--- src/rtl/sm4_cbc_ctrl_if.sv ---
// Handshake and data bus between the CBC chaining controller, its message
// source/sink and the SM4 block core.
interface sm4_cbc_ctrl_if;
  logic         mode_sel_in;
  logic         iv_valid_in;
  logic [127:0] iv_in;
  logic         blk_valid_in;
  logic [127:0] blk_data_in;
  logic         blk_last_in;
  logic         blk_ready_out;
  logic         core_valid_out;
  logic [127:0] core_data_out;
  logic         core_ready_in;
  logic [127:0] core_result_in;
  logic         res_valid_out;
  logic [127:0] res_data_out;
  logic         res_last_out;
  logic         res_ready_in;
  logic         error_out;

  modport master (
    output mode_sel_in, iv_valid_in, iv_in,
    output blk_valid_in, blk_data_in, blk_last_in,
    output core_ready_in, core_result_in, res_ready_in,
    input  blk_ready_out, core_valid_out, core_data_out,
    input  res_valid_out, res_data_out, res_last_out, error_out
  );

  modport slave (
    input  mode_sel_in, iv_valid_in, iv_in,
    input  blk_valid_in, blk_data_in, blk_last_in,
    input  core_ready_in, core_result_in, res_ready_in,
    output blk_ready_out, core_valid_out, core_data_out,
    output res_valid_out, res_data_out, res_last_out, error_out
  );
endinterface

--- src/rtl/sm4_cbc_ctrl.sv ---
// CBC chaining controller around an SM4 block core: one block in flight,
// encrypt or decrypt chosen per message at IV load, with a core watchdog.
module sm4_cbc_ctrl (
  input logic           clk,
  input logic           reset,
  sm4_cbc_ctrl_if.slave bus
);

  typedef enum logic [2:0] {IDLE, READY, ISSUE, WAIT, OUT} state_t;

  // Last WAIT count value: the 255th WAIT cycle without a core response.
  localparam logic [7:0] WD_LAST = 8'd254;

  state_t       state_q, state_d;
  logic [127:0] chain_q;
  logic [127:0] cin_q;
  logic [127:0] res_q;
  logic [127:0] core_data_q;
  logic [7:0]   wd_cnt_q;
  logic         mode_q;
  logic         last_q;
  logic         error_q;
  logic         wd_expired;

  assign wd_expired = (wd_cnt_q == WD_LAST);

  always_ff @(posedge clk or posedge reset) begin
    if (reset) state_q <= IDLE;
    else       state_q <= state_d;
  end

  always_comb begin
    state_d = state_q;
    case (state_q)
      IDLE:  if (bus.iv_valid_in)  state_d = READY;
      READY: if (bus.blk_valid_in) state_d = ISSUE;
      ISSUE: state_d = WAIT;
      WAIT: begin
        if (bus.core_ready_in)   state_d = OUT;
        else if (wd_expired)     state_d = IDLE;
      end
      OUT:   if (bus.res_ready_in) state_d = last_q ? IDLE : READY;
      default: state_d = IDLE;
    endcase
  end

  always_ff @(posedge clk or posedge reset) begin
    if (reset) begin
      chain_q     <= '0;
      cin_q       <= '0;
      res_q       <= '0;
      core_data_q <= '0;
      wd_cnt_q    <= '0;
      mode_q      <= 1'b0;
      last_q      <= 1'b0;
      error_q     <= 1'b0;
    end else begin
      case (state_q)
        IDLE: begin
          if (bus.iv_valid_in) begin
            chain_q <= bus.iv_in;
            mode_q  <= bus.mode_sel_in;
            error_q <= 1'b0;
          end
        end
        READY: begin
          if (bus.blk_valid_in) begin
            cin_q       <= bus.blk_data_in;
            last_q      <= bus.blk_last_in;
            core_data_q <= mode_q ? bus.blk_data_in : (bus.blk_data_in ^ chain_q);
          end
        end
        ISSUE: wd_cnt_q <= '0;
        WAIT: begin
          // Decrypt chains on the ciphertext just consumed, encrypt on the core output.
          if (bus.core_ready_in) begin
            if (mode_q) begin
              res_q   <= bus.core_result_in ^ chain_q;
              chain_q <= cin_q;
            end else begin
              res_q   <= bus.core_result_in;
              chain_q <= bus.core_result_in;
            end
          end else if (wd_expired) begin
            error_q <= 1'b1;
            chain_q <= '0;
          end else begin
            wd_cnt_q <= wd_cnt_q + 8'd1;
          end
        end
        default: ;
      endcase
    end
  end

  assign bus.blk_ready_out  = (state_q == READY);
  assign bus.core_valid_out = (state_q == ISSUE);
  assign bus.core_data_out  = core_data_q;
  assign bus.res_valid_out  = (state_q == OUT);
  assign bus.res_data_out   = res_q;
  assign bus.res_last_out   = (state_q == OUT) && last_q;
  assign bus.error_out      = error_q;

endmodule

--- src/flat_wrapper.sv ---
// flat-port wrapper written by rule: the top's interface ports become plain ports
module sm4_cbc_ctrl_flat 
  (clk, reset, bus_mode_sel_in, bus_iv_valid_in, bus_iv_in, bus_blk_valid_in, bus_blk_data_in, bus_blk_last_in, bus_core_ready_in, bus_core_result_in, bus_res_ready_in, bus_blk_ready_out, bus_core_valid_out, bus_core_data_out, bus_res_valid_out, bus_res_data_out, bus_res_last_out, bus_error_out);
  sm4_cbc_ctrl_if bus_i ();
  input logic clk;
  input logic reset;
  input wire logic [$bits(bus_i.mode_sel_in)-1:0] bus_mode_sel_in;
  input wire logic [$bits(bus_i.iv_valid_in)-1:0] bus_iv_valid_in;
  input wire logic [$bits(bus_i.iv_in)-1:0] bus_iv_in;
  input wire logic [$bits(bus_i.blk_valid_in)-1:0] bus_blk_valid_in;
  input wire logic [$bits(bus_i.blk_data_in)-1:0] bus_blk_data_in;
  input wire logic [$bits(bus_i.blk_last_in)-1:0] bus_blk_last_in;
  input wire logic [$bits(bus_i.core_ready_in)-1:0] bus_core_ready_in;
  input wire logic [$bits(bus_i.core_result_in)-1:0] bus_core_result_in;
  input wire logic [$bits(bus_i.res_ready_in)-1:0] bus_res_ready_in;
  output wire logic [$bits(bus_i.blk_ready_out)-1:0] bus_blk_ready_out;
  output wire logic [$bits(bus_i.core_valid_out)-1:0] bus_core_valid_out;
  output wire logic [$bits(bus_i.core_data_out)-1:0] bus_core_data_out;
  output wire logic [$bits(bus_i.res_valid_out)-1:0] bus_res_valid_out;
  output wire logic [$bits(bus_i.res_data_out)-1:0] bus_res_data_out;
  output wire logic [$bits(bus_i.res_last_out)-1:0] bus_res_last_out;
  output wire logic [$bits(bus_i.error_out)-1:0] bus_error_out;
  assign bus_i.mode_sel_in = bus_mode_sel_in;
  assign bus_i.iv_valid_in = bus_iv_valid_in;
  assign bus_i.iv_in = bus_iv_in;
  assign bus_i.blk_valid_in = bus_blk_valid_in;
  assign bus_i.blk_data_in = bus_blk_data_in;
  assign bus_i.blk_last_in = bus_blk_last_in;
  assign bus_i.core_ready_in = bus_core_ready_in;
  assign bus_i.core_result_in = bus_core_result_in;
  assign bus_i.res_ready_in = bus_res_ready_in;
  assign bus_blk_ready_out = bus_i.blk_ready_out;
  assign bus_core_valid_out = bus_i.core_valid_out;
  assign bus_core_data_out = bus_i.core_data_out;
  assign bus_res_valid_out = bus_i.res_valid_out;
  assign bus_res_data_out = bus_i.res_data_out;
  assign bus_res_last_out = bus_i.res_last_out;
  assign bus_error_out = bus_i.error_out;
  sm4_cbc_ctrl u_core (.clk(clk), .reset(reset), .bus(bus_i));
endmodule
--- config.mk ---
export PLATFORM = sky130hd
export DESIGN_NAME = sm4_cbc_ctrl_flat
export DESIGN_NICKNAME = d
export VERILOG_FILES = /design/src/rtl/sm4_cbc_ctrl_if.sv /design/src/rtl/sm4_cbc_ctrl.sv /design/src/flat_wrapper.sv
export SDC_FILE = /design/constraint.sdc
export NUM_CORES = 1
export LEC_CHECK = 0
export CAP_MARGIN = 10
export CORE_AREA = 2 2 252 254
export CTS_BUF_LIST = sky130_fd_sc_hd__clkbuf_8
export DETAILED_ROUTE_END_ITERATION = 8
export DIE_AREA = 0 0 254 256
export PLACE_DENSITY = 0.69
export SYNTH_ARGS = -nofsm -noshare
export SYNTH_HDL_FRONTEND = slang
export SYNTH_SLANG_ARGS = --single-unit
--- constraint.sdc ---
create_clock -name clk -period 22.9 [get_ports clk]
set_input_delay 4.58 -clock clk [delete_from_list [all_inputs] [get_ports clk]]
set_output_delay 4.58 -clock clk [all_outputs]
set_load 0.005 [all_outputs]
==> summary by stage <==
Synthesis
Counting instances in the post-synthesis netlist gives the leading cell types as sky130_fd_sc_hd__nand2_1, sky130_fd_sc_hd__dfrtp_1, sky130_fd_sc_hd__o21ai_0, sky130_fd_sc_hd__nor2_1, sky130_fd_sc_hd__inv_1. The net count after synthesis is 3,231. Averaged over all synthesized cells, the footprint is 9.27 sq um. The largest total area in the synthesized netlist belongs to sky130_fd_sc_hd__dfrtp_1. By area the synthesized netlist is led by sky130_fd_sc_hd__dfrtp_1, sky130_fd_sc_hd__nand2_1, sky130_fd_sc_hd__a221oi_2, sky130_fd_sc_hd__mux2_2, sky130_fd_sc_hd__o21ai_0. The gate count of the mapped netlist is 2,837.

The synthesized netlist occupies a cell area of 0.0263 sq mm. The register bit total from synthesis is 526. The number of synthesized flops with an enable pin is 0.

The area fraction of the dominant cell type after synthesis is 50.1%. Counting distinct cell types in the post-synthesis netlist gives 46. The most common cell in the synthesized netlist is sky130_fd_sc_hd__nand2_1. The share of synthesized flip-flops with an asynchronous set or reset is 100%.

The sequential element share of the synthesized area is 50.1%. For this run, the leading register cell type out of synthesis is sky130_fd_sc_hd__dfrtp_1. The number of warnings reported in the yosys synthesis log is 0.

Route
Summing over every cut layer, the via total after detailed routing is 21,400. After detailed routing, the number of remaining DRC violations is 0. The initial detailed-routing violation count is 1,215. The average vias per placed instance is 4.91. The first-pass detailed-route iteration total is 5. The detail route stage leaves a number of antenna-violating nets equal to 0.

After detailed routing, the average wire length per cell comes to 18.8 microns. After detailed routing, the total wire length is 82.1 mm.

Setup path
The signal on the critical path passes through clkdlybuf4s50_1, inv_8, buf_4, buf_4, buf_4, buf_4. The logic depth of the worst register-to-register path is 5. The worst-case register-to-register setup slack is 19.36 ns.

The worst setup path is captured at an asynchronous set/reset pin. By instance count, the cell type seen most on the critical path is sky130_fd_sc_hd__buf_4. Grouping stages by cell kind, the critical path spends the most delay in buffers and inverters.

Together, buffers and inverters on the worst path number 6. The required time of the critical path is 23.54 ns. The slowest stage of the critical path is the sky130_fd_sc_hd__buf_4 cell.

STA classifies the critical path startpoint as a primary input. STA puts the critical path data arrival time at 9.24 ns. In this run the critical register-to-register path is launched from u_core.mode_q$_DFFE_PP0P_. The delay contributed by the slowest stage of the critical path is 0.90 ns. The critical path in this run is classified as in -> async. The worst register-to-register path ends at u_core.bus.res_data_out[97]$_DFFE_PP0P_. Of all nets on the critical path, the largest fanout is 133.

Clocking
Counting every sink on the clock net gives 526. The clock-pin slew reported for the worst setup and hold paths after clock tree synthesis is 0.06 ns. Hold repair after CTS inserted 0 buffers.

The later pin in the worst-skew pair is clocked with a latency of 0.69 ns. In this run the number of H-tree levels came out at 3. The library cell used as clock root buffer is sky130_fd_sc_hd__clkbuf_8. The CTS tree is built.

TritonCTS created 94 clock buffers. In this run the post-CTS setup repair buffer count came out at 0. The maximum clock insertion buffer count is 3. The post-cts resize count is 0.

Power and ir drop
Of the total power, the share spent switching nets is 37.3%. The net switching power figure is 1.71 mW. The total power per unit cell area is 131 mW/mm^2. In this run, the combinational gates consume 45.1% of the power. The internal power of the cells totals 2.87 mW. The worst-case IR drop observed on VDD is 0.0878 mV. The static power due to leakage is 15.8 nW. The sequential group share of total power is 35.7%.

The clock network is responsible for 19.3% of the overall power.

Floorplanning
The region available for standard cell placement spans 0.0624 sq mm. The die covers 0.0650 sq mm. The cell row count is 92. For this design the top-level I/O count stands at 653. From bottom edge to top edge, the die measures 256 microns.

From left edge to right edge, the die measures 254 microns. The effective utilization at floorplan is 42.1%.

Timing
Setup violations remaining at the end of the flow were counted as 0. For the pin with the worst max-slew slack, the measured transition is 1.16 ns. Derived from the worst setup path, the maximum achievable clock frequency is 116 MHz. The time the final worst path needs with I/O delays and setup is 8.60 ns. After layout, the worst setup slack is 14.30 ns. The largest clock skew in the final design is 0.0419 ns. The sum of negative setup slack is 0 ns. Measured against its own limit, the worst slew margin works out to 22.8%. Setup repair after global routing left no endpoint under its margin. The portion of the clock cycle consumed by the worst path in the final layout is 37.5%. The number of slew-limit violations in the final report came to 0. The final count of hold timing violations is 0.

Placement
The final weighted congestion in routability-driven placement is 0.860. OpenSTA, run right after detailed placement, puts the worst setup slack at 13.37 ns. Detailed placement finished with a half-perimeter wire length of 54.1 mm. Port buffering added 652 buffers.

GRT
The number of antenna violations at the first check in global routing is 32. The number of global-route vias before repair is 21,300. The first global-routing pass estimated 126 mm of wire. Global routing finished with a remaining overflow of 0. In the global route stage, overall resource usage came out at 24.9%.

Entering global routing, the biggest net connects 217 pins.

Min path
The tightest min-delay check is of the reg -> reg type. Counting instances, the worst hold path has a depth of 2. The path with the worst hold slack has its endpoint at u_core.cin_q[54]$_DFFE_PP0P_.

The origin of the worst min-delay path is u_core.cin_q[54]$_DFFE_PP0P_.

Cells and area
Compared with the post-synthesis result, the final layout area differs by 33.2%. In the final layout, the share of cells above drive strength 1 is 11.7%. The net count reported at finish is 3,813.

Cells fill 56.1% of the core in the end.

Flow run
Max-cap violations in this run came to 0.

Run status
The run finished with clean final reports.
-- power by group through the flow --
stage | clock network (mW) | logic [mW] | registers [mW]
4_1_cts | 0.901 | 2.08 | 1.63
5_1_grt | 0.940 | 2.28 | 1.68
3_5_place_dp | 0 | 2.07 | 1.64
3_3_place_gp | 0 | 2.04 | 1.63
2_1_floorplan | 0 | 1.33 | 1.58
6_report | 0.882 | 2.06 | 1.63
-- registers in the layout (all words and copies together) (netlist names) --
name	cells
u_core.chain_q	128
u_core.last_q	1
u_core.cin_q	128
u_core.bus.error_out	1
u_core.mode_q	1
u_core.wd_cnt_q	8
u_core.bus.res_data_out	128
u_core.bus.core_data_out	128
u_core.state_q	3
-- routing by layer --
layer	part of all wire, %	GRT usage (%)	wire length (microns)
met5	0.049	0	40
met4	3.6	12.0	2950
met3	6.2	5.64	5100
met2	49	40.9	40400
met1	41	31.0	33600
-- worst max path at each step --
stage                                          endpoint  slack, ns  startpoint  cells past startpoint
2_1_floorplan   u_core.bus.core_data_out[0]$_DFFE_PP0P_       3.62       reset                      1
3_5_place_dp               u_core.cin_q[55]$_DFFE_PP0P_      13.37       reset                      6
5_1_grt                  u_core.chain_q[52]$_DFFE_PP0P_      13.62       reset                      6
6_report       u_core.bus.core_data_out[57]$_DFFE_PP0P_      14.30       reset                      6
3_3_place_gp               u_core.cin_q[55]$_DFFE_PP0P_      13.38       reset                      6
4_1_cts        u_core.bus.core_data_out[57]$_DFFE_PP0P_      14.11       reset                      6
-- layout make-up --
| cell class | instances | area, sq um |
|---|---|---|
| Multi-Input combinational cell | 1990 | 11600 |
| Clock buffer | 122 | 1680 |
| Tap cell | 846 | 1060 |
| Fill cell | 5744 | 27400 |
| Clock inverter | 45 | 208 |
| Antenna cell | 29 | 72.6 |
| Timing Repair Buffer | 675 | 6720 |
| Inverter | 132 | 503 |
| Sequential cell | 526 | 13200 |
-- worst register-to-register path, delay by kind of cell (launching register included) --
kind            cells  cell delay (ns)
simple gates        1             0.22
buf+inv             2             1.78
compound gates      1             0.12
flops               1             0.95
xor+xnor            1             0.31
-- metrics by stage --
stage	power (mW)	hold slack [ns]	area, sq um	std cells
2_1_floorplan	2.91	0.440	26300	2837
3_3_place_gp	3.66	0.453	33100	4169
3_5_place_dp	3.71	0.457	33100	4169
4_1_cts	4.61	0.470	34900	4336
5_1_grt	4.91	0.490	35000	4365
6_report	4.58	0.468	35000	4365
-- cell families after synthesis --
kind of cell | count (synthesis) | share of synthesized area (%)
simple gates | 1195 | 17.5
flops | 526 | 50.1
compound gates | 407 | 12.3
mux | 130 | 5.58
buf+inv | 321 | 5.93
xor+xnor | 256 | 8.53
fa+ha+maj | 2 | 0.0952
-- cell usage in the layout, fill, tap and decap left out, drive strengths merged, types with 2 or more instances in the layout --
cell type / n
a21oi: 4
a221oi: 128
a31oi: 4
and2: 3
and3: 2
buf: 24
clkbuf: 122
clkdlybuf4s50: 651
clkinv: 6
dfrtp: 526
diode: 29
ha: 2
inv: 171
mux2: 129
nand2: 907
nand3: 5
nand3b: 2
nor2: 264
nor3: 3
nor3b: 2
o21ai: 264
xnor2: 128
xor2: 128
(Power assumes the default switching activity.)
